[src/rtl/wm8731_pkg.sv]
// Shared constants and FSM state type for the WM8731 ADC deserializer.
package wm8731_pkg;

    localparam int WORD_W_DEFAULT = 16;
    localparam int BITS_PER_FRAME = 32;
    localparam int CNT_W          = $clog2(BITS_PER_FRAME);

    typedef enum logic [1:0] {
        IDLE      = 2'd0,
        WAIT_FALL = 2'd1,
        LEFT      = 2'd2,
        RIGHT     = 2'd3
    } state_e;

endpackage

[src/rtl/wm8731_edge_detect.sv]
// Single-register edge detector for a level sampled in the clk domain.
module wm8731_edge_detect (
    input  logic clk,
    input  logic reset,
    input  logic d,
    output logic rise,
    output logic fall
);

    logic d_q;

    always_ff @(posedge clk or negedge reset) begin
        if (!reset) begin
            d_q <= 1'b0;
        end else begin
            d_q <= d;
        end
    end

    assign rise = d & ~d_q;
    assign fall = ~d & d_q;

endmodule

[src/rtl/wm8731_deserializer.sv]
// Left-justified ADCDAT deserializer with valid/ready hand-off to the consumer.
//   state     | meaning
//   IDLE      | waiting for the en32k frame-start enable
//   WAIT_FALL | frame armed, waiting for the BCLK fall that opens the left word
//   LEFT      | shifting the left word, adc_lr_ck high
//   RIGHT     | shifting the right word, adc_lr_ck low after its first fall
module wm8731_deserializer
    import wm8731_pkg::*;
#(
    parameter int WORD_W = WORD_W_DEFAULT
) (
    input  logic              clk,
    input  logic              reset,
    input  logic              en32k,
    input  logic              bclk,
    input  logic              adc_dat,
    output logic              adc_lr_ck,
    output logic [WORD_W-1:0] audio_left,
    output logic [WORD_W-1:0] audio_right,
    output logic              audio_valid,
    input  logic              audio_ready,
    output logic              overrun,
    output logic              sync_err
);

    state_e              state_q, state_d;
    logic                lr_q, lr_d;
    logic [CNT_W-1:0]    cnt_q, cnt_d;
    logic [WORD_W-1:0]   shift_q, shift_d;
    logic [WORD_W-1:0]   left_word_q, left_word_d;
    logic [WORD_W-1:0]   audio_left_q, audio_left_d;
    logic [WORD_W-1:0]   audio_right_q, audio_right_d;
    logic                valid_q, valid_d;
    logic                overrun_q, overrun_d;
    logic                sync_err_q, sync_err_d;

    logic                bclk_rise, bclk_fall;
    logic [WORD_W-1:0]   shift_nxt;
    logic                word_done;
    logic                commit;

    wm8731_edge_detect u_edge (
        .clk   (clk),
        .reset (reset),
        .d     (bclk),
        .rise  (bclk_rise),
        .fall  (bclk_fall)
    );

    assign shift_nxt = {shift_q[WORD_W-2:0], adc_dat};
    assign word_done = bclk_rise && (cnt_q == CNT_W'(WORD_W - 1));

    always_comb begin
        state_d       = state_q;
        lr_d          = lr_q;
        cnt_d         = cnt_q;
        shift_d       = shift_q;
        left_word_d   = left_word_q;
        audio_left_d  = audio_left_q;
        audio_right_d = audio_right_q;
        valid_d       = valid_q;
        overrun_d     = 1'b0;
        sync_err_d    = 1'b0;
        commit        = 1'b0;

        case (state_q)
            IDLE: begin
                if (en32k) state_d = WAIT_FALL;
            end
            WAIT_FALL: begin
                if (bclk_fall) begin
                    state_d = LEFT;
                    lr_d    = 1'b1;
                    cnt_d   = '0;
                    shift_d = '0;
                end
            end
            LEFT, RIGHT: begin
                if (en32k) begin
                    // Frame start arrived early: drop the partial frame and resync.
                    state_d     = WAIT_FALL;
                    sync_err_d  = 1'b1;
                    lr_d        = 1'b0;
                    cnt_d       = '0;
                    shift_d     = '0;
                    left_word_d = '0;
                end else begin
                    if (state_q == RIGHT && bclk_fall) lr_d = 1'b0;
                    if (bclk_rise) begin
                        shift_d = shift_nxt;
                        cnt_d   = cnt_q + 1'b1;
                    end
                    if (word_done) begin
                        cnt_d   = '0;
                        shift_d = '0;
                        if (state_q == LEFT) begin
                            left_word_d = shift_nxt;
                            state_d     = RIGHT;
                        end else begin
                            commit  = 1'b1;
                            state_d = IDLE;
                        end
                    end
                end
            end
            default: state_d = IDLE;
        endcase

        if (commit) begin
            audio_left_d  = left_word_q;
            audio_right_d = shift_nxt;
            valid_d       = 1'b1;
            overrun_d     = valid_q && !audio_ready;
        end else if (valid_q && audio_ready) begin
            valid_d = 1'b0;
        end
    end

    always_ff @(posedge clk or negedge reset) begin
        if (!reset) begin
            state_q       <= IDLE;
            lr_q          <= 1'b0;
            cnt_q         <= '0;
            shift_q       <= '0;
            left_word_q   <= '0;
            audio_left_q  <= '0;
            audio_right_q <= '0;
            valid_q       <= 1'b0;
            overrun_q     <= 1'b0;
            sync_err_q    <= 1'b0;
        end else begin
            state_q       <= state_d;
            lr_q          <= lr_d;
            cnt_q         <= cnt_d;
            shift_q       <= shift_d;
            left_word_q   <= left_word_d;
            audio_left_q  <= audio_left_d;
            audio_right_q <= audio_right_d;
            valid_q       <= valid_d;
            overrun_q     <= overrun_d;
            sync_err_q    <= sync_err_d;
        end
    end

    assign adc_lr_ck   = lr_q;
    assign audio_left  = audio_left_q;
    assign audio_right = audio_right_q;
    assign audio_valid = valid_q;
    assign overrun     = overrun_q;
    assign sync_err    = sync_err_q;

endmodule

[config.mk]
export PLATFORM = sky130hd
export DESIGN_NAME = wm8731_deserializer
export DESIGN_NICKNAME = d
export VERILOG_FILES = /design/src/rtl/wm8731_pkg.sv /design/src/rtl/wm8731_edge_detect.sv /design/src/rtl/wm8731_deserializer.sv
export SDC_FILE = /design/constraint.sdc
export NUM_CORES = 1
export LEC_CHECK = 0
export ABC_AREA = 0
export BUFFER_PORTS_ARGS = -buffer_cell sky130_fd_sc_hd__buf_2
export CORE_MARGIN = 5
export CORE_UTILIZATION = 57
export DETAILED_ROUTE_END_ITERATION = 6
export HOLD_SLACK_MARGIN = 0.1
export PLACE_DENSITY = 0.78
export SYNTH_ARGS = -nofsm -noshare
export SYNTH_HDL_FRONTEND = slang
export SYNTH_HIERARCHICAL = 1
export SYNTH_SLANG_ARGS = --single-unit
[constraint.sdc]
create_clock -name clk -period 2.2 [get_ports clk]
set_clock_uncertainty 0.15 [all_clocks]
set_input_delay 0.44 -clock clk [delete_from_list [all_inputs] [get_ports clk]]
set_output_delay 0.44 -clock clk [all_outputs]
set_load 0.02 [all_outputs]
==> results.yml <==
cells_and_area:
  antenna_cells_inserted: 0
  most-common-layout-cells: "sky130_fd_sc_hd__dfrtp_1, sky130_fd_sc_hd__buf_2, sky130_fd_sc_hd__mux2_4"
  multi_input_area_um2: 1410
  post_synthesis_to_final_layout_area_growth_pct: 16.4
  drive_above_1_share_pct: 32.5
  sequential_cell_area_um2: 1880
  fin_nets: 334
  most_frequent_standard_cell_in_the_layout_excluding_fill_and_tap_cells: "sky130_fd_sc_hd__dfrtp_1"
  layout.cells.non_filler: 407
  num-fill-cells: 461
global_route:
  first_global_vias: 2435
  grt_first_pass_wirelength_um: 12000
  grt.total_usage_pct: 20.4
  pin_count_of_the_biggest_net_entering_global_routing: 76
  antenna_found_initial: 0
  grt.overflow.total: 0
detailed_routing:
  remaining_drcs: 0
  drt_first_iter_violations: 173
  viasPerCell: 5.82
  antenna_violating_nets_remaining: 0
  drt-wirelength-per-cell_um: 17.7
  detail_route.first_pass.iterations: 4
  routed_wirelength_um: 7210
  detailed_route_via_count: 2368
worst_setup_path:
  path_delay_family: "buffers and inverters"
  r2r_setup_slack_ns: 0.23
  critical_path.endpoint_type: "register"
  worstReg2RegStart: "cnt_q[0]$_DFFE_PN0P_"
  slowest_cell_on_crit_path: "sky130_fd_sc_hd__dlygate4sd3_1"
  worst_r2r_endpoint: "audio_right[4]$_DFFE_PN0P_"
  path_class: "primary input to register"
  crit_fanout: 16
  chain_of_cells_forming_the_critical_path: "dlygate4sd3_1 > buf_2 > and2b_2 > nand3b_1 > buf_4 > and3_1 > a31o_2"
  cpPeakStageDelay_ns: 0.54
  worst-endpoint-required_ns: 2.29
  worst-path-buf-inv: 3
  startpoint_type_of_the_worst_setup_path: "primary input"
  worst-endpoint-arrival_ns: 2.23
  reg2regPathDepth: 5
synth:
  synthesis.area_um2: 3450
  ys_ff_latch: 75
  number_of_flops_mapped_to_enable_cells_by_yosys: 0
  netlist_instances: 281
  dominantRegCellSynth: "sky130_fd_sc_hd__dfrtp_1"
  synth_async_sr_flop_share_pct: 100
  synth_cell_type_count: 36
  synth_area_leader_cell: "sky130_fd_sc_hd__dfrtp_1"
  leading_post_synthesis_cells_by_cell_area: "sky130_fd_sc_hd__dfrtp_1, sky130_fd_sc_hd__mux2_4, sky130_fd_sc_hd__a2bb2o_1"
  synth.top_cell.area_share_pct: 54.4
  ys_warn_count: 6
  synthesis.nets: 288
  syn_area_per_cell_um2: 12.3
  synth.yosys.seq_area_share_pct: 54.4
die:
  fp.coreArea_um2: 5890
  design.die.area_um2: 7710
  die_h_um: 87.8
  placementRows: 28
  die_w_um: 87.8
  ioPinCount: 42
  initial_core_util_pct: 58.6
sta:
  grt_setup_unrepaired: "no"
  worstMarginPinSlew_ns: 0.386
  worst_slack_ns: 0.0596
  period_needed_ns: 2.14
  period_share_pct: 97.3
  finalSetupTns_ns: 0
  maxSlewViolCount: 0
  final-hold-violation-count: 0
  fmax_ghz: 0.467
  timing.max_slew.rel_slack_pct: 74.3
  final.hold.worst_slack_ns: 0.200
  timing.final.setup_violations: 0
min_path:
  min-delay-path-class: "primary input to register"
  holdCritStartpoint: "adc_dat"
  holdPathStages: 2
  timing.hold.worst_endpoint: "audio_right[0]$_DFFE_PN0P_"
clock_network:
  clock_insertion_delay_worst_skew_ns: 0.35
  htreeDepth: 3
  cts_root_buf: "sky130_fd_sc_hd__clkbuf_8"
  tritoncts_sinks: 75
  clk_pin_slew_worst_paths_ns: 0.08
  numCtsBuffers: 9
  cts_max_path_buffers: 2
  cts_tree: "built"
  post-cts-setup-buffers: 0
outcome:
  run_status: "finished clean"
power_and_ir_drop:
  total_leakage_power_nw: 2.06
  overall_power_after_layout_w: 0.00338
  cell_pwr_density_nw_per_um2: 842
  peakVddDrop_v: 0.000493
job:
  max-cap-violations: 0
placement:
  dpl.hpwl_um: 4700
  finalWeightedCongestion: 0.860
  detailedPlace.worstSlack_ns: 0.266
  dp_cells: 389
  numPortBuffers: 41
==> Yosys cell counts, types with 3 or more instances <==
library cell and instances:
sky130_fd_sc_hd__dfrtp_1 75, sky130_fd_sc_hd__o311ai_0 5, sky130_fd_sc_hd__clkbuf_1 13, sky130_fd_sc_hd__nand2b_1 19, sky130_fd_sc_hd__buf_6 3, sky130_fd_sc_hd__o311ai_1 11
sky130_fd_sc_hd__a2bb2o_1 15, sky130_fd_sc_hd__buf_2 5, sky130_fd_sc_hd__nand3_1 3, sky130_fd_sc_hd__nor2b_1 18, sky130_fd_sc_hd__o21ai_1 3, sky130_fd_sc_hd__nand2_1 3
sky130_fd_sc_hd__a21oi_1 18, sky130_fd_sc_hd__o21ai_0 16, sky130_fd_sc_hd__and3_1 3, sky130_fd_sc_hd__inv_1 17, sky130_fd_sc_hd__mux2_2 5, sky130_fd_sc_hd__mux2_4 27
==> routing by layer <==
layer	vias up	GRT usage (%)	part of all wire (%)	wire length (um)
met5	-	0	0	0
met4	0	8.65	1.8	129
met3	13	4.42	4.4	320
met2	49	33.2	50	3620
met1	1208	26.5	44	3140
li1	1098	-	-	-
==> per-stage QoR <==
step / instance area [um2] / util [%]
floorplan: 3450 / -
global placement: 3790 / 64.4
detailed placement: 3790 / 64.4
CTS: 4010 / 68.1
global route: 4020 / 68.2
finish: 4020 / 68.2
==> worst max path at each step <==
stage                                    start                    endpoint  slack (ns)  cells after the start
after floorplan                           bclk      shift_q[5]$_DFFE_PN0P_        0.30                      7
after global placement                    bclk      shift_q[3]$_DFFE_PN0P_        0.31                      6
after detailed placement  cnt_q[0]$_DFFE_PN0P_  audio_right[0]$_DFFE_PN0P_        0.27                      5
after CTS                                 bclk      shift_q[3]$_DFFE_PN0P_        0.07                      7
after global routing                      bclk      shift_q[3]$_DFFE_PN0P_        0.01                      7
final                                     bclk        cnt_q[1]$_DFFE_PN0P_        0.06                      7
==> power breakdown <==
group	total [W]	leakage, nW	internal (W)	switching (W)
clock	0.00109	0.0962	0.000532	0.000557
sequential	0.00170	0.981	0.00154	0.000159
combinational	0.000591	0.986	0.000294	0.000297
total	0.00338	2.06	0.00237	0.00101
==> state kept, by name (all words and copies together), names as in the netlist, 2 cells and up <==
register     flops
left_word_q     16
state_q          2
cnt_q            5
audio_left      16
shift_q         15
audio_right     16
==> repair_timing <==
item / in CTS / in global routing
hold buffers: 2 / 0
resized for setup: 0 / 2
hold endpoints to repair: 76 / 0
endpoints found under the setup margin: 0 / 8
==> cells by family after synthesis <==
| group | count (synthesis) | share of synthesized area [%] |
|---|---|---|
| AND/OR/NAND/NOR | 58 | 10.9 |
| multiplexers | 32 | 13.4 |
| flip-flops | 75 | 54.4 |
| adder cells (fa/ha/maj) | 1 | 0.363 |
| AO/OA/AOI/OAI | 77 | 16.0 |
| buffers and inverters | 38 | 4.97 |
==> area by class of cell <==
type                            count  share of cell area [%]
Timing Repair Buffer               56                    9.29
Multi-Input combinational cell    168                    35.1
Inverter                           17                    1.59
Clock buffer                        9                    3.09
Clock inverter                      7                    1.90
Tap cell                           75                    2.34
Sequential cell                    75                    46.7
Power figures use the tool's default switching activity.
